==> src/rtl/mem_port_arbiter_if.sv <==
// Bundle of fetch, load/store and shared-bus handshake signals for mem_port_arbiter.
// The slave modport is the arbiter's view; the master modport is the
// requester/bus-slave side (pipeline plus memory bus).
interface mem_port_arbiter_if;
  // fetch port
  logic        inst_req;
  logic [31:0] inst_addr;
  logic        inst_cancel;
  logic        inst_addr_ok;
  logic        inst_data_ok;
  logic [31:0] inst_rdata;
  // load/store port
  logic        data_req;
  logic        data_wr;
  logic [1:0]  data_size;
  logic [3:0]  data_wstrb;
  logic [31:0] data_addr;
  logic [31:0] data_wdata;
  logic        data_addr_ok;
  logic        data_data_ok;
  logic [31:0] data_rdata;
  // shared bus
  logic        bus_req;
  logic        bus_wr;
  logic [1:0]  bus_size;
  logic [3:0]  bus_wstrb;
  logic [31:0] bus_addr;
  logic [31:0] bus_wdata;
  logic        bus_addr_ok;
  logic        bus_data_ok;
  logic [31:0] bus_rdata;

  modport slave (
    input  inst_req, inst_addr, inst_cancel,
    output inst_addr_ok, inst_data_ok, inst_rdata,
    input  data_req, data_wr, data_size, data_wstrb, data_addr, data_wdata,
    output data_addr_ok, data_data_ok, data_rdata,
    output bus_req, bus_wr, bus_size, bus_wstrb, bus_addr, bus_wdata,
    input  bus_addr_ok, bus_data_ok, bus_rdata
  );

  modport master (
    output inst_req, inst_addr, inst_cancel,
    input  inst_addr_ok, inst_data_ok, inst_rdata,
    output data_req, data_wr, data_size, data_wstrb, data_addr, data_wdata,
    input  data_addr_ok, data_data_ok, data_rdata,
    input  bus_req, bus_wr, bus_size, bus_wstrb, bus_addr, bus_wdata,
    output bus_addr_ok, bus_data_ok, bus_rdata
  );
endinterface

==> src/rtl/mem_port_arbiter.sv <==
// Purpose: arbitrates fetch and load/store requests onto one single-outstanding memory bus.
// Latency: 1 cycle from request to bus_req; addr_ok/data_ok pass through combinationally from the bus.
// Backpressure: requests held until *_addr_ok; no new grant until the response returns.
// Optional: define ARB_ROUND_ROBIN_EN for round-robin tie-break (default: data-first priority).
module mem_port_arbiter (
  input  logic              clk,
  input  logic              reset,
  mem_port_arbiter_if.slave port
);

  typedef enum logic [1:0] {
    IDLE = 2'd0,
    REQ  = 2'd1,
    WAIT = 2'd2
  } state_t;

  state_t      state;
  state_t      state_next;

  // Owner of the current transaction: 0 = fetch, 1 = load/store.
  logic        owner_data;
  // Set when the in-flight fetch was flushed; its response is swallowed.
  logic        discard;

  logic        wr_q;
  logic [1:0]  size_q;
  logic [3:0]  wstrb_q;
  logic [31:0] addr_q;
  logic [31:0] wdata_q;

  logic        grant;
  logic        grant_data;
  logic        addr_acc;
  logic        xfer_done;
  logic        inst_dok;
  logic        data_dok;

`ifdef ARB_ROUND_ROBIN_EN
  // 1 when load/store was served by the most recent grant.
  logic        last_data;
`endif

  // Pick the winner among the requesters seen in IDLE.
  always_comb begin
    grant = port.inst_req | port.data_req;
`ifdef ARB_ROUND_ROBIN_EN
    grant_data = port.data_req & (~port.inst_req | ~last_data);
`else
    grant_data = port.data_req;
`endif
  end

  // Address acceptance and completion; a zero-latency slave completes inside REQ.
  always_comb begin
    addr_acc  = (state == REQ) & port.bus_addr_ok;
    xfer_done = ((state == REQ) & port.bus_addr_ok & port.bus_data_ok) |
                ((state == WAIT) & port.bus_data_ok);
  end

  // State register.
  always_ff @(posedge clk) begin
    if (reset) begin
      state <= IDLE;
    end else begin
      state <= state_next;
    end
  end

  // Next-state logic.
  always_comb begin
    state_next = state;
    case (state)
      IDLE: if (grant) state_next = REQ;
      REQ: begin
        if (port.bus_addr_ok) begin
          state_next = port.bus_data_ok ? IDLE : WAIT;
        end
      end
      WAIT: if (port.bus_data_ok) state_next = IDLE;
      default: state_next = IDLE;
    endcase
  end

  // Latch the winner's fields and owner tag at grant; they stay frozen until the next grant.
  always_ff @(posedge clk) begin
    if (reset) begin
      owner_data <= 1'b0;
      wr_q       <= 1'b0;
      size_q     <= 2'b00;
      wstrb_q    <= 4'h0;
      addr_q     <= 32'h0;
      wdata_q    <= 32'h0;
    end else if (state == IDLE && grant) begin
      owner_data <= grant_data;
      if (grant_data) begin
        wr_q    <= port.data_wr;
        size_q  <= port.data_size;
        wstrb_q <= port.data_wstrb;
        addr_q  <= port.data_addr;
        wdata_q <= port.data_wdata;
      end else begin
        wr_q    <= 1'b0;
        size_q  <= 2'b10;
        wstrb_q <= 4'h0;
        addr_q  <= port.inst_addr;
        wdata_q <= 32'h0;
      end
    end
  end

`ifdef ARB_ROUND_ROBIN_EN
  // Remember who was served last so the next tie goes to the other side.
  always_ff @(posedge clk) begin
    if (reset) begin
      last_data <= 1'b0;
    end else if (state == IDLE && grant) begin
      last_data <= grant_data;
    end
  end
`endif

  // Flush tracking: cleared when the owning transaction completes.
  always_ff @(posedge clk) begin
    if (reset) begin
      discard <= 1'b0;
    end else if (xfer_done) begin
      discard <= 1'b0;
    end else if (port.inst_cancel && !owner_data && state != IDLE) begin
      discard <= 1'b1;
    end
  end

  // Outputs: pulses routed by owner tag; everything held at zero while reset is high.
  always_comb begin
    inst_dok          = xfer_done & ~owner_data & ~discard & ~port.inst_cancel;
    data_dok          = xfer_done & owner_data;
    port.bus_req      = 1'b0;
    port.bus_wr       = 1'b0;
    port.bus_size     = 2'b00;
    port.bus_wstrb    = 4'h0;
    port.bus_addr     = 32'h0;
    port.bus_wdata    = 32'h0;
    port.inst_addr_ok = 1'b0;
    port.inst_data_ok = 1'b0;
    port.inst_rdata   = 32'h0;
    port.data_addr_ok = 1'b0;
    port.data_data_ok = 1'b0;
    port.data_rdata   = 32'h0;
    if (!reset) begin
      port.bus_req      = (state == REQ);
      port.bus_wr       = wr_q;
      port.bus_size     = size_q;
      port.bus_wstrb    = wstrb_q;
      port.bus_addr     = addr_q;
      port.bus_wdata    = wdata_q;
      port.inst_addr_ok = addr_acc & ~owner_data;
      port.data_addr_ok = addr_acc & owner_data;
      port.inst_data_ok = inst_dok;
      port.data_data_ok = data_dok;
      port.inst_rdata   = inst_dok ? port.bus_rdata : 32'h0;
      port.data_rdata   = data_dok ? port.bus_rdata : 32'h0;
    end
  end

endmodule
==> src/flat_wrapper.sv <==
// flat-port wrapper written by rule: the top's interface ports become plain ports
module mem_port_arbiter_flat 
  (clk, reset, port_inst_req, port_inst_addr, port_inst_cancel, port_inst_addr_ok, port_inst_data_ok, port_inst_rdata, port_data_req, port_data_wr, port_data_size, port_data_wstrb, port_data_addr, port_data_wdata, port_data_addr_ok, port_data_data_ok, port_data_rdata, port_bus_req, port_bus_wr, port_bus_size, port_bus_wstrb, port_bus_addr, port_bus_wdata, port_bus_addr_ok, port_bus_data_ok, port_bus_rdata);
  mem_port_arbiter_if port_i ();
  input  logic clk;
  input  logic reset;
  input wire logic [$bits(port_i.inst_req)-1:0] port_inst_req;
  input wire logic [$bits(port_i.inst_addr)-1:0] port_inst_addr;
  input wire logic [$bits(port_i.inst_cancel)-1:0] port_inst_cancel;
  output wire logic [$bits(port_i.inst_addr_ok)-1:0] port_inst_addr_ok;
  output wire logic [$bits(port_i.inst_data_ok)-1:0] port_inst_data_ok;
  output wire logic [$bits(port_i.inst_rdata)-1:0] port_inst_rdata;
  input wire logic [$bits(port_i.data_req)-1:0] port_data_req;
  input wire logic [$bits(port_i.data_wr)-1:0] port_data_wr;
  input wire logic [$bits(port_i.data_size)-1:0] port_data_size;
  input wire logic [$bits(port_i.data_wstrb)-1:0] port_data_wstrb;
  input wire logic [$bits(port_i.data_addr)-1:0] port_data_addr;
  input wire logic [$bits(port_i.data_wdata)-1:0] port_data_wdata;
  output wire logic [$bits(port_i.data_addr_ok)-1:0] port_data_addr_ok;
  output wire logic [$bits(port_i.data_data_ok)-1:0] port_data_data_ok;
  output wire logic [$bits(port_i.data_rdata)-1:0] port_data_rdata;
  output wire logic [$bits(port_i.bus_req)-1:0] port_bus_req;
  output wire logic [$bits(port_i.bus_wr)-1:0] port_bus_wr;
  output wire logic [$bits(port_i.bus_size)-1:0] port_bus_size;
  output wire logic [$bits(port_i.bus_wstrb)-1:0] port_bus_wstrb;
  output wire logic [$bits(port_i.bus_addr)-1:0] port_bus_addr;
  output wire logic [$bits(port_i.bus_wdata)-1:0] port_bus_wdata;
  input wire logic [$bits(port_i.bus_addr_ok)-1:0] port_bus_addr_ok;
  input wire logic [$bits(port_i.bus_data_ok)-1:0] port_bus_data_ok;
  input wire logic [$bits(port_i.bus_rdata)-1:0] port_bus_rdata;
  assign port_i.inst_req = port_inst_req;
  assign port_i.inst_addr = port_inst_addr;
  assign port_i.inst_cancel = port_inst_cancel;
  assign port_inst_addr_ok = port_i.inst_addr_ok;
  assign port_inst_data_ok = port_i.inst_data_ok;
  assign port_inst_rdata = port_i.inst_rdata;
  assign port_i.data_req = port_data_req;
  assign port_i.data_wr = port_data_wr;
  assign port_i.data_size = port_data_size;
  assign port_i.data_wstrb = port_data_wstrb;
  assign port_i.data_addr = port_data_addr;
  assign port_i.data_wdata = port_data_wdata;
  assign port_data_addr_ok = port_i.data_addr_ok;
  assign port_data_data_ok = port_i.data_data_ok;
  assign port_data_rdata = port_i.data_rdata;
  assign port_bus_req = port_i.bus_req;
  assign port_bus_wr = port_i.bus_wr;
  assign port_bus_size = port_i.bus_size;
  assign port_bus_wstrb = port_i.bus_wstrb;
  assign port_bus_addr = port_i.bus_addr;
  assign port_bus_wdata = port_i.bus_wdata;
  assign port_i.bus_addr_ok = port_bus_addr_ok;
  assign port_i.bus_data_ok = port_bus_data_ok;
  assign port_i.bus_rdata = port_bus_rdata;
  mem_port_arbiter u_core (.clk(clk), .reset(reset), .port(port_i));
endmodule
==> config.mk <==
export PLATFORM = sky130hd
export DESIGN_NAME = mem_port_arbiter_flat
export DESIGN_NICKNAME = d
export VERILOG_FILES = /design/src/rtl/mem_port_arbiter_if.sv /design/src/rtl/mem_port_arbiter.sv /design/src/flat_wrapper.sv
export SDC_FILE = /design/constraint.sdc
export NUM_CORES = 1
export LEC_CHECK = 0
export ABC_CLOCK_PERIOD_IN_PS = 1800
export CELL_PAD_IN_SITES_DETAIL_PLACEMENT = 1
export CELL_PAD_IN_SITES_GLOBAL_PLACEMENT = 2
export CORE_MARGIN = 3
export CORE_UTILIZATION = 18
export DETAILED_ROUTE_END_ITERATION = 10
export PLACE_DENSITY_LB_ADDON = 0.12
export SLEW_MARGIN = 20
export SYNTH_ARGS = -nofsm -noshare
export SYNTH_HDL_FRONTEND = slang
export SYNTH_SLANG_ARGS = --single-unit
==> constraint.sdc <==
create_clock -name clk -period 1.8 [get_ports clk]
set_clock_uncertainty 0.15 [all_clocks]
set_input_delay 0.36 -clock clk [delete_from_list [all_inputs] [get_ports clk]]
set_output_delay 0.36 -clock clk [all_outputs]
set_load 0.05 [all_outputs]
After elaboration in Yosys (flattened, before gate mapping)
Cells that the tools add are included.
{"block": "word_totals", "input_bits": 142, "output_inout_bits": 140, "register_bits": 75, "word_cells": 59}
{"block": "classes", "bitwise_logic": 14, "reduce_logical": 8, "n_eq_ne": 5, "n_mux": 24}
{"operator": "two-way mux 32 bit", "count": 8}
{"operator": "two-way mux 2 bit", "count": 6}
{"operator": "bitwise AND 1 bit", "count": 9}
{"operator": "two-way mux 4 bit", "count": 2}
{"operator": "two-way mux 1 bit", "count": 7}
{"operator": "case mux 2 bit (3 select lines)", "count": 1}
{"operator": "inequality test 2 bit (second input constant)", "count": 2}
{"operator": "logical AND 1 bit", "count": 3}
{"operator": "NOT 1 bit", "count": 3}
{"operator": "AND reduction 3 bit", "count": 1}
{"operator": "equality test 2 x 1 -> 1 bit (second input constant)", "count": 1}
{"operator": "equality test 2 bit (second input constant)", "count": 1}
{"operator": "zero test 2 bit", "count": 1}
{"operator": "inequality test 2 x 1 -> 1 bit (second input constant)", "count": 1}
{"operator": "bitwise OR 1 bit", "count": 2}
{"operator": "nonzero test 2 bit", "count": 1}
{"operator": "OR reduction 2 bit", "count": 1}
{"operator": "zero test 1 bit", "count": 1}

Depth between registers and ports, before layout
Gate-level depths: netlist of run 1.
{"block": "logic_depth", "ltp_word": 9, "depth_mapped": 7, "mapped_depth_nobuf": 3}

Least setup slack after synthesis of run 1
Ideal clock, no wire load.
{"block": "synth_path", "path_type": "input-to-output", "start": "in reset", "end": "out port_inst_addr_ok", "t_required_ps": 1290, "stages": 4, "path_slack_ps": -1258, "t_arrival_ps": 2548, "path_cell_list": "buf_2 > buf_2 > buf_1 > nor4b_1"}
{"block": "synth_via", "elab_chain_cells": 1}
{"element": "from (decl)", "line_no": "flat_wrapper.sv:6", "source": "input logic reset;"}
{"element": "two-way mux 1 bit", "line_no": "mem_port_arbiter.sv:149", "source": "if (!reset) begin"}
{"element": "to (decl)", "line_no": "flat_wrapper.sv:10", "source": "output wire logic [$bits(port_i.inst_addr_ok)-1:0] port_inst_addr_ok;"}
Every way passes these cells.

Worst setup path after layout of run 1
{"block": "layout_path", "start": "reg u_core.state[1]", "end": "out port_inst_rdata[24]"}
{"block": "layout_via", "elab_chain_cells": 9, "word_cells_on_any_way": 11}
{"element": "from (decl)", "line_no": "mem_port_arbiter.sv:17", "source": "state_t state;"}
{"element": "from (signal assigned)", "line_no": "mem_port_arbiter.sv:65", "source": "state <= state_next;"}
{"element": "equality test 2 x 1 -> 1 bit", "line_no": "mem_port_arbiter.sv:56", "source": "xfer_done = ((state == REQ) & port.bus_addr_ok & port.bus_data_ok) |"}
{"element": "bitwise AND 1 bit (2 in series)", "line_no": "mem_port_arbiter.sv:56"}
{"element": "bitwise OR 1 bit (*)", "line_no": "mem_port_arbiter.sv:56"}
{"element": "bitwise AND 1 bit (*) (3 in series)", "line_no": "mem_port_arbiter.sv:135", "source": "inst_dok = xfer_done & ~owner_data & ~discard & ~port.inst_cancel;"}
{"element": "two-way mux 32 bit (*)", "line_no": "mem_port_arbiter.sv:160", "source": "port.inst_rdata = inst_dok ? port.bus_rdata : 32'h0;"}
{"element": "two-way mux 32 bit (*)", "line_no": "mem_port_arbiter.sv:149"}
{"element": "to (decl)", "line_no": "flat_wrapper.sv:12", "source": "output wire logic [$bits(port_i.inst_rdata)-1:0] port_inst_rdata;"}
Every way passes the cells marked *; elsewhere a longest branch is shown, timed or not.

==> flow_summary.html, run 1 <==
<table>
<tr><th>Metric</th><th>Value</th></tr>
<tr><th colspan="2">Outcome</th></tr>
<tr><td>Status</td><td>complete, but fails checks</td></tr>
<tr><td>Violations in the final reports</td><td>setup timing</td></tr>
<tr><th colspan="2">Critical path</th></tr>
<tr><td>R2R depth</td><td>5</td></tr>
<tr><td>Biggest fanout along the worst timing path</td><td>5</td></tr>
<tr><td>Crit Reg-Reg Startpoint</td><td>u_core.state[0]</td></tr>
<tr><td>Critical path endpoint category</td><td>output port</td></tr>
<tr><td>Data arrival, critical path</td><td>1.67 ns</td></tr>
<tr><td>Setup Crit Path Kind</td><td>reg2out</td></tr>
<tr><td>Worst R2R Setup Slack</td><td>0.13 ns</td></tr>
<tr><td>Critical path data required time</td><td>1.29 ns</td></tr>
<tr><td>Destination of the worst register-to-register timing path</td><td>u_core.wr_q</td></tr>
<tr><td>Element type at the critical path start</td><td>flop</td></tr>
<tr><th colspan="2">Timing</th></tr>
<tr><td>Count of final setup violators</td><td>68</td></tr>
<tr><td>Slew margin rel.</td><td>67.42%</td></tr>
<tr><td>Final WS setup</td><td>-0.3753 ns</td></tr>
<tr><td>Worst Hold Margin</td><td>0.3190 ns</td></tr>
<tr><td>Actual transition at the worst max-transition pin</td><td>0.4887 ns</td></tr>
<tr><td>Fin. Hold Viols</td><td>0</td></tr>
<tr><td>Setup repair after global routing missed its margin</td><td>yes</td></tr>
<tr><td>Min Clock Period, post-route</td><td>2.175 ns</td></tr>
<tr><td>Highest Clock Rate</td><td>0.4597 GHz</td></tr>
<tr><td>Setup TNS Final</td><td>-22.72 ns</td></tr>
<tr><td>Final period util</td><td>120.9%</td></tr>
<tr><td>Final Max Tran Viols</td><td>0</td></tr>
<tr><th colspan="2">Finish</th></tr>
<tr><td>Number of standard cells in the layout, taps in and fillers out</td><td>993</td></tr>
<tr><td>Ratio of cells with drive above 1 in the final layout</td><td>50.56%</td></tr>
<tr><td>Final #Nets</td><td>857</td></tr>
<tr><td>N_diodes</td><td>0</td></tr>
<tr><td>Area added between synthesis and finish</td><td>129.8%</td></tr>
<tr><th colspan="2">Logic synthesis</th></tr>
<tr><td>Net Count, Synth</td><td>562</td></tr>
<tr><td>Yosys reg bits</td><td>75</td></tr>
<tr><td>Most common cell in the synthesized netlist</td><td>sky130_fd_sc_hd__dfxtp_1</td></tr>
<tr><td>Number of distinct library cell variants in the gate-level netlist after synthesis</td><td>27</td></tr>
<tr><td>Synth top area share</td><td>37.84%</td></tr>
<tr><td>Top cell type by total area after synthesis</td><td>sky130_fd_sc_hd__dfxtp_1</td></tr>
<tr><td>Share of async-settable or async-resettable flops after synthesis</td><td>0%</td></tr>
<tr><td>Leading register cell type out of synthesis</td><td>sky130_fd_sc_hd__dfxtp_1</td></tr>
<tr><td>Synthesized area</td><td>3968 µm²</td></tr>
<tr><td>Total of warnings raised by yosys</td><td>0</td></tr>
<tr><td>EDFF count, synth</td><td>0</td></tr>
<tr><td>Share of the yosys chip area belonging to registers</td><td>37.84%</td></tr>
<tr><td>Top area cells in the synthesized netlist</td><td>sky130_fd_sc_hd__dfxtp_1, sky130_fd_sc_hd__nor2b_1, sky130_fd_sc_hd__and3_1</td></tr>
<tr><td>Synth Instances</td><td>420</td></tr>
<tr><td>Commonest cells in the synthesized netlist</td><td>sky130_fd_sc_hd__dfxtp_1, sky130_fd_sc_hd__nor2b_1, sky130_fd_sc_hd__and3_1</td></tr>
<tr><td>Mean Syn Cell Area</td><td>9.447 µm²</td></tr>
<tr><th colspan="2">Detailed routing</th></tr>
<tr><td>Post-Route WL</td><td>18.38 mm</td></tr>
<tr><td>Antenna Nets Post-Route</td><td>0</td></tr>
<tr><td>Detailed-routed wire length on met3</td><td>987 µm</td></tr>
<tr><td>Via density per instance</td><td>4.415</td></tr>
<tr><td>Detail Route met2 WL</td><td>9.687 mm</td></tr>
<tr><td>Detailed router's first-iteration violation count</td><td>86</td></tr>
<tr><td>Via total after detailed routing</td><td>4384</td></tr>
<tr><td>First drt pass iteration count</td><td>4</td></tr>
<tr><td>Wire length on met1</td><td>7.490 mm</td></tr>
<tr><td>DR DRC count</td><td>0</td></tr>
<tr><td>DR top layer</td><td>met4</td></tr>
<tr><td>Routed wire per std cell</td><td>18.51 µm</td></tr>
<tr><th colspan="2">Global routing</th></tr>
<tr><td>Via count of the first global-routing pass</td><td>4698</td></tr>
<tr><td>Pin count of the biggest net entering global routing</td><td>40</td></tr>
<tr><td>Antenna violations before repair</td><td>0</td></tr>
<tr><td>First-pass GRT wire length</td><td>27.51 mm</td></tr>
<tr><td>Total grt overflow</td><td>0</td></tr>
<tr><td>Total Routing Usage GR</td><td>14.53%</td></tr>
<tr><th colspan="2">Placed design</th></tr>
<tr><td>Weighted congestion reported at the end of routability-driven placement</td><td>0.7670</td></tr>
<tr><td>DPL Wire Length</td><td>13.69 mm</td></tr>
<tr><td>Total instance count after detailed placement</td><td>958</td></tr>
<tr><td>Number of port buffers</td><td>281</td></tr>
<tr><th colspan="2">Floorplan</th></tr>
<tr><td>Core region area</td><td>21350 µm²</td></tr>
<tr><td>Initial Util</td><td>18.58%</td></tr>
<tr><td>Die boundary width</td><td>154.5 µm</td></tr>
<tr><td>Die Area</td><td>23860 µm²</td></tr>
<tr><td>Die boundary height</td><td>154.5 µm</td></tr>
<tr><td>Top-level I/O count</td><td>282</td></tr>
<tr><td>Count of standard-cell rows</td><td>53</td></tr>
<tr><th colspan="2">CTS</th></tr>
<tr><td>Max clock buf depth</td><td>2</td></tr>
<tr><td>Post-CTS Hold Fix Bufs</td><td>0</td></tr>
<tr><td>Cell chosen for the clock root</td><td>sky130_fd_sc_hd__clkbuf_16</td></tr>
<tr><td>TritonCTS Buffers</td><td>9</td></tr>
<tr><td>H-tree depth</td><td>3</td></tr>
<tr><td>Clock tree from TritonCTS</td><td>yes</td></tr>
<tr><td>Clock slew at the register clock pins of the worst setup and hold paths</td><td>0.06 ns</td></tr>
<tr><td>Insertion delay to the later sink of the worst-skew pair</td><td>0.33 ns</td></tr>
<tr><td>CTS sink cnt</td><td>75</td></tr>
<tr><th colspan="2">Min path</th></tr>
<tr><td>Hold_sp</td><td>port_bus_data_ok</td></tr>
<tr><td>Hold Crit Endpoint</td><td>u_core.state[1]</td></tr>
<tr><td>Hold Crit Class</td><td>in2reg</td></tr>
<tr><td>Instance count along the most critical hold path</td><td>3</td></tr>
<tr><th colspan="2">Power and ir drop</th></tr>
<tr><td>Internal portion of total power</td><td>4.062 mW</td></tr>
<tr><td>Switch Pwr</td><td>1.693 mW</td></tr>
<tr><td>Clock group share of total power</td><td>35.2%</td></tr>
<tr><td>Sequential share of power</td><td>32.5%</td></tr>
<tr><td>Share of total power consumed by net switching</td><td>29.41%</td></tr>
<tr><td>Static leakage</td><td>3.697 nW</td></tr>
<tr><td>Maximum VDD drop</td><td>516.6 µV</td></tr>
<tr><td>Power per standard cell area</td><td>631.2 nW/µm²</td></tr>
<tr><td>Gate power share</td><td>32.3%</td></tr>
<tr><th colspan="2">Run</th></tr>
<tr><td>Max-cap check violation count</td><td>0</td></tr>
</table>
per-layer routing:
metal	vias to the layer above	GRT usage (%)
met1	2125	16.98
met5	-	0
met3	15	3.442
met4	0	3.448
li1	2103	-
met2	141	26.73
cells by family after synthesis:
kind of cell,synth area share (%)
DFF,37.84
muxes,8.073
AOI/OAI and AO/OA,23.46
and+or+nand+nor,24.41
buffers and inverters,6.213
power by group through the flow:
stage                     Sequential, mW  Combinational [mW]  Clock [mW]
final                               1.87                1.86        2.03
after detailed placement            1.90                1.75           0
after global placement              1.90                1.72           0
after floorplan                     1.89                1.02           0
after CTS                           1.87                1.85        2.11
after global routing                1.89                1.98        2.17
cell type report:
class	count	area (µm²)
multi-input cells	295	2854
flip-flops and latches	75	1509
fillers	2290	12240
clock buffers	9	225.2
repair buffers	332	4073
inverters	2	7.507
clock inverters	5	103.9
well taps	275	344.1
flip-flops by register name, indices dropped and copies added (netlist names):
| signal | count |
|---|---|
| u_core.addr_q | 32 |
| u_core.wdata_q | 32 |
| u_core.wstrb_q | 4 |
| u_core.size_q | 2 |
| u_core.state | 2 |
| u_core.discard | 1 |
| u_core.owner_data | 1 |
| u_core.wr_q | 1 |
stage by stage:
step	setup slack, ns	power (mW)	util [%]	instance area [µm²]
floorplan	-0.1705	2.910	-	4576
global placement	-0.4052	3.621	39.00	8328
detailed placement	-0.4385	3.656	39.00	8328
CTS	-0.4184	5.826	42.08	8985
global route	-0.4432	6.031	42.69	9116
finish	-0.3753	5.754	42.69	9116
worst max path at each step:
stage | start | to | slack, ns
after floorplan | reset | port_bus_wdata[19] | -0.17
after global placement | port_bus_addr_ok | port_inst_rdata[0] | -0.41
after detailed placement | port_bus_addr_ok | port_data_rdata[30] | -0.44
after CTS | u_core.state[1] | port_inst_rdata[23] | -0.42
after global routing | u_core.state[1] | port_data_rdata[31] | -0.44
final | u_core.state[1] | port_inst_rdata[24] | -0.38
repair_timing:
item,4_1_cts,5_1_grt
cloned,6,5
endpoints found under the setup margin,91,81
buffers inserted,10,5
endpoints found under the hold margin,0,0
resized for setup,22,28
pin swaps,7,3
placed cells by master, fill, tap and decap left out, types with 3 or more instances in the layout:
master / instances
sky130_fd_sc_hd__clkdlybuf4s50_1: 136
sky130_fd_sc_hd__and3_2: 11
sky130_fd_sc_hd__bufinv_16: 3
sky130_fd_sc_hd__mux2i_1: 32
sky130_fd_sc_hd__nor2b_2: 14
sky130_fd_sc_hd__a211oi_1: 3
sky130_fd_sc_hd__a22o_1: 38
sky130_fd_sc_hd__clkbuf_16: 13
sky130_fd_sc_hd__dfxtp_1: 71
sky130_fd_sc_hd__nor2b_4: 32
sky130_fd_sc_hd__and3_4: 54
sky130_fd_sc_hd__a21oi_1: 35
sky130_fd_sc_hd__dfxtp_2: 3
sky130_fd_sc_hd__buf_4: 82
sky130_fd_sc_hd__nor2b_1: 28
sky130_fd_sc_hd__a211oi_2: 30
sky130_fd_sc_hd__buf_6: 19
sky130_fd_sc_hd__buf_12: 83
worst max-delay path, cell delays in order, from the launching register on:
cell	delay [ns]
sky130_fd_sc_hd__dfxtp_2	0.34
sky130_fd_sc_hd__nor2b_4	0.17
sky130_fd_sc_hd__o2bb2ai_4	0.14
sky130_fd_sc_hd__buf_6	0.14
sky130_fd_sc_hd__buf_12	0.11
sky130_fd_sc_hd__buf_16	0.11
sky130_fd_sc_hd__and3_4	0.19
sky130_fd_sc_hd__buf_12	0.13
No activity file was read; power rests on OpenSTA's default activity.
==> inputs of run 2 (changes only) <==
--- a/config.mk
+++ b/config.mk
@@ -5,7 +5,7 @@
 export SDC_FILE = /design/constraint.sdc
 export NUM_CORES = 1
 export LEC_CHECK = 0
-export ABC_CLOCK_PERIOD_IN_PS = 1800
+export ABC_CLOCK_PERIOD_IN_PS = 2200
 export CELL_PAD_IN_SITES_DETAIL_PLACEMENT = 1
 export CELL_PAD_IN_SITES_GLOBAL_PLACEMENT = 2
 export CORE_MARGIN = 3
==> constraint.sdc (replaced) <==
create_clock -name clk -period 2.2 [get_ports clk]
set_clock_uncertainty 0.15 [all_clocks]
set_input_delay 0.44 -clock clk [delete_from_list [all_inputs] [get_ports clk]]
set_output_delay 0.44 -clock clk [all_outputs]
set_load 0.05 [all_outputs]
==> flow_summary.html, run 2 (same netlist as run 1, synthesis figures left out) <==
<table>
<tr><th>Metric</th><th>Value</th></tr>
<tr><th colspan="2">Outcome</th></tr>
<tr><td>Status</td><td>complete, but fails checks</td></tr>
<tr><td>Violations in the final reports</td><td>setup timing</td></tr>
<tr><th colspan="2">CTS</th></tr>
<tr><td>TritonCTS Buffers</td><td>9 (unchanged)</td></tr>
<tr><td>Max clock buf depth</td><td>2 (unchanged)</td></tr>
<tr><td>H-tree depth</td><td>3 (unchanged)</td></tr>
<tr><td>Cell chosen for the clock root</td><td>sky130_fd_sc_hd__clkbuf_16</td></tr>
<tr><td>CTS sink cnt</td><td>75 (unchanged)</td></tr>
<tr><td>Clock tree from TritonCTS</td><td>yes</td></tr>
<tr><td>Insertion delay to the later sink of the worst-skew pair</td><td>0.33 ns (about the same)</td></tr>
<tr><td>Clock slew at the register clock pins of the worst setup and hold paths</td><td>0.05 ns (about the same)</td></tr>
<tr><td>Post-CTS Hold Fix Bufs</td><td>0 (unchanged)</td></tr>
<tr><th colspan="2">Global routing</th></tr>
<tr><td>Pin count of the biggest net entering global routing</td><td>62 (+55%)</td></tr>
<tr><td>First-pass GRT wire length</td><td>27.77 mm (+0.93%)</td></tr>
<tr><td>Total Routing Usage GR</td><td>14.63% (+0.10 points)</td></tr>
<tr><td>Antenna violations before repair</td><td>0 (unchanged)</td></tr>
<tr><td>Total grt overflow</td><td>0 (unchanged)</td></tr>
<tr><td>Via count of the first global-routing pass</td><td>4680 (-0.38%)</td></tr>
<tr><th colspan="2">Power and ir drop</th></tr>
<tr><td>Clock group share of total power</td><td>37.0% (+1.8 points)</td></tr>
<tr><td>Share of total power consumed by net switching</td><td>30.19% (+0.78 points)</td></tr>
<tr><td>Switch Pwr</td><td>1.410 mW (-17%)</td></tr>
<tr><td>Internal portion of total power</td><td>3.260 mW (-20%)</td></tr>
<tr><td>Power per standard cell area</td><td>535.8 nW/µm² (-15%)</td></tr>
<tr><td>Static leakage</td><td>3.505 nW (-5.2%)</td></tr>
<tr><td>Maximum VDD drop</td><td>351.5 µV (-32%)</td></tr>
<tr><td>Sequential share of power</td><td>32.6% (about the same)</td></tr>
<tr><td>Gate power share</td><td>30.3% (-2.0 points)</td></tr>
<tr><th colspan="2">Floorplan</th></tr>
<tr><td>Initial Util</td><td>18.58% (unchanged)</td></tr>
<tr><td>Top-level I/O count</td><td>282 (unchanged)</td></tr>
<tr><td>Die boundary height</td><td>154.5 µm (unchanged)</td></tr>
<tr><td>Die boundary width</td><td>154.5 µm (unchanged)</td></tr>
<tr><td>Die Area</td><td>23860 µm² (unchanged)</td></tr>
<tr><td>Count of standard-cell rows</td><td>53 (unchanged)</td></tr>
<tr><td>Core region area</td><td>21350 µm² (unchanged)</td></tr>
<tr><th colspan="2">Detailed routing</th></tr>
<tr><td>Detailed router's first-iteration violation count</td><td>96 (+12%)</td></tr>
<tr><td>First drt pass iteration count</td><td>4 (unchanged)</td></tr>
<tr><td>Via density per instance</td><td>4.415 (about the same)</td></tr>
<tr><td>DR DRC count</td><td>0 (unchanged)</td></tr>
<tr><td>Via total after detailed routing</td><td>4331 (-1.2%)</td></tr>
<tr><td>Routed wire per std cell</td><td>18.65 µm (+0.78%)</td></tr>
<tr><td>Post-Route WL</td><td>18.30 mm (-0.44%)</td></tr>
<tr><td>Antenna Nets Post-Route</td><td>0 (unchanged)</td></tr>
<tr><th colspan="2">Finish</th></tr>
<tr><td>Leading cell type in the layout, fill and taps excluded</td><td>sky130_fd_sc_hd__clkdlybuf4s50_1</td></tr>
<tr><td>Area added between synthesis and finish</td><td>119.7%</td></tr>
<tr><td>Multi-input gate area</td><td>2669 µm² (-6.5%)</td></tr>
<tr><td>Sequential cell area in the final layout</td><td>1511 µm² (+0.17%)</td></tr>
<tr><td>N_diodes</td><td>0 (unchanged)</td></tr>
<tr><td>Final #Nets</td><td>843 (-1.6%)</td></tr>
<tr><td>Fillers</td><td>2282 (-0.35%)</td></tr>
<tr><td>Ratio of cells with drive above 1 in the final layout</td><td>45.89% (-4.7 points)</td></tr>
<tr><td>Final instance area</td><td>8716 µm² (-4.4%)</td></tr>
<tr><td>Number of standard cells in the layout, taps in and fillers out</td><td>981 (-1.2%)</td></tr>
<tr><td>Commonest cells after routing, fill and taps aside</td><td>sky130_fd_sc_hd__clkdlybuf4s50_1, sky130_fd_sc_hd__buf_4, sky130_fd_sc_hd__buf_12, sky130_fd_sc_hd__dfxtp_1, sky130_fd_sc_hd__and3_4</td></tr>
<tr><td>Largest registers</td><td>u_core.addr_q (32), u_core.wdata_q (32), u_core.wstrb_q (4)</td></tr>
<tr><th colspan="2">Timing</th></tr>
<tr><td>Min Clock Period, post-route</td><td>2.254 ns</td></tr>
<tr><td>Slew margin rel.</td><td>65.32% (-2.1 points)</td></tr>
<tr><td>Actual transition at the worst max-transition pin</td><td>0.5202 ns (+0.03154 ns)</td></tr>
<tr><td>Fin. Hold Viols</td><td>0 (unchanged)</td></tr>
<tr><td>Setup repair after global routing missed its margin</td><td>yes</td></tr>
<tr><td>Count of final setup violators</td><td>57 (-16%)</td></tr>
<tr><td>Final period util</td><td>102.5%</td></tr>
<tr><td>Highest Clock Rate</td><td>0.4437 GHz</td></tr>
<tr><td>Setup TNS Final</td><td>-2.056 ns (+20.67 ns)</td></tr>
<tr><td>Final WS setup</td><td>-0.05393 ns (+0.3214 ns)</td></tr>
<tr><td>Final Max Tran Viols</td><td>0 (unchanged)</td></tr>
<tr><th colspan="2">Critical path</th></tr>
<tr><td>Element type at the critical path start</td><td>input port</td></tr>
<tr><td>Critical path buffer and inverter count</td><td>4 (unchanged)</td></tr>
<tr><td>Critical path data required time</td><td>1.61 ns (+0.32 ns)</td></tr>
<tr><td>Slowest cell on crit path</td><td>sky130_fd_sc_hd__dlygate4sd2_1</td></tr>
<tr><td>Critical path launch point</td><td>port_bus_addr_ok</td></tr>
<tr><td>Critical path endpoint category</td><td>output port</td></tr>
<tr><td>Library cell appearing most often on the critical path</td><td>sky130_fd_sc_hd__buf_12</td></tr>
<tr><td>Family with the most delay on the worst path</td><td>buffers and inverters</td></tr>
<tr><td>Data arrival, critical path</td><td>1.66 ns (about the same)</td></tr>
<tr><td>Cell-by-cell listing of the critical path</td><td>dlygate4sd2_1 -&gt; nand2_1 -&gt; o2bb2ai_4 -&gt; buf_12 -&gt; clkbuf_16 -&gt; and3_4 -&gt; buf_12</td></tr>
<tr><td>Delay contributed by the slowest stage of the critical path</td><td>0.26 ns (-0.08 ns)</td></tr>
<tr><td>Crit Reg-Reg Startpoint</td><td>u_core.state[0]</td></tr>
<tr><td>Biggest fanout along the worst timing path</td><td>7 (+2)</td></tr>
<tr><td>Setup Crit Path Kind</td><td>in2out</td></tr>
<tr><th colspan="2">Placed design</th></tr>
<tr><td>Number of port buffers</td><td>281 (unchanged)</td></tr>
<tr><td>DPL Wire Length</td><td>13.26 mm (-3.1%)</td></tr>
<tr><td>Weighted congestion reported at the end of routability-driven placement</td><td>0.7407 (-3.4%)</td></tr>
<tr><td>Total instance count after detailed placement</td><td>952 (-0.63%)</td></tr>
<tr><td>Place WS</td><td>-0.2663 ns (+0.1722 ns)</td></tr>
<tr><td>Cell area after placement</td><td>7767 µm² (-6.7%)</td></tr>
<tr><th colspan="2">Min path</th></tr>
<tr><td>Hold Crit Class</td><td>in2reg</td></tr>
<tr><td>Hold_sp</td><td>reset</td></tr>
<tr><th colspan="2">Run</th></tr>
<tr><td>Max-cap check violation count</td><td>0 (unchanged)</td></tr>
</table>
[run 2: changes by cell type in the layout (fill, tap and decap cells not counted), moves of 5 or more]
cell	before	now
sky130_fd_sc_hd__buf_6	19	2
sky130_fd_sc_hd__buf_12	83	78
sky130_fd_sc_hd__nor2b_2	14	19
sky130_fd_sc_hd__buf_4	82	91
sky130_fd_sc_hd__and3_2	11	0
sky130_fd_sc_hd__nor2b_4	32	1
sky130_fd_sc_hd__nor2b_1	28	54
sky130_fd_sc_hd__and3_4	54	64
[run 2: final timing paths]
check / slack (ns) / to / cells past startpoint
max: -0.05 / port_inst_rdata[19] / 7
min: 0.22 / u_core.state[0] / 2
max reg2reg: 0.58 / u_core.addr_q[6] / 5
min reg2reg: 0.33 / u_core.discard / 2
[run 2: power groups by stage]
stage / Clock (mW) / Combinational [mW] / Sequential [mW]
after detailed placement: 0 / 1.33 / 1.55
after global routing: 1.86 / 1.51 / 1.54
after CTS: 1.80 / 1.41 / 1.52
after global placement: 0 / 1.31 / 1.55
final: 1.73 / 1.42 / 1.52
after floorplan: 0 / 0.755 / 1.54
[run 2: cell type report]
class	count	area share (%)
inverters	2	0.08613
well taps	275	3.948
clock buffers	9	2.584
multi-input cells	295	30.62
clock inverters	7	1.421
flip-flops and latches	75	17.34
repair buffers	318	44.00
[run 2: metal layers]
| layer | GRT usage [%] | up-vias | wire [µm] |
|---|---|---|---|
| met5 | 0 | - | 0 |
| met4 | 4.500 | 0 | 436 |
| met3 | 5.288 | 23 | 1311 |
| met2 | 25.62 | 144 | 9209 |
| met1 | 16.64 | 2079 | 7341 |
| li1 | - | 2085 | - |
[run 2: metrics by stage]
stage          power (mW)  hold WS (ns)  util (%)
2_1_floorplan       2.291        0.2840         -
4_1_cts             4.730        0.2165     40.14
3_5_place_dp        2.881        0.3279     36.38
6_report            4.670        0.2208     40.82
3_3_place_gp        2.857        0.3366     36.38
5_1_grt             4.904        0.2216     40.82
[run 2: repair_timing]
item	in CTS	in global routing
setup buffers	5	1
setup endpoints to repair	68	67
pin swaps	12	9
cloned	4	4
gates resized for setup	80	17
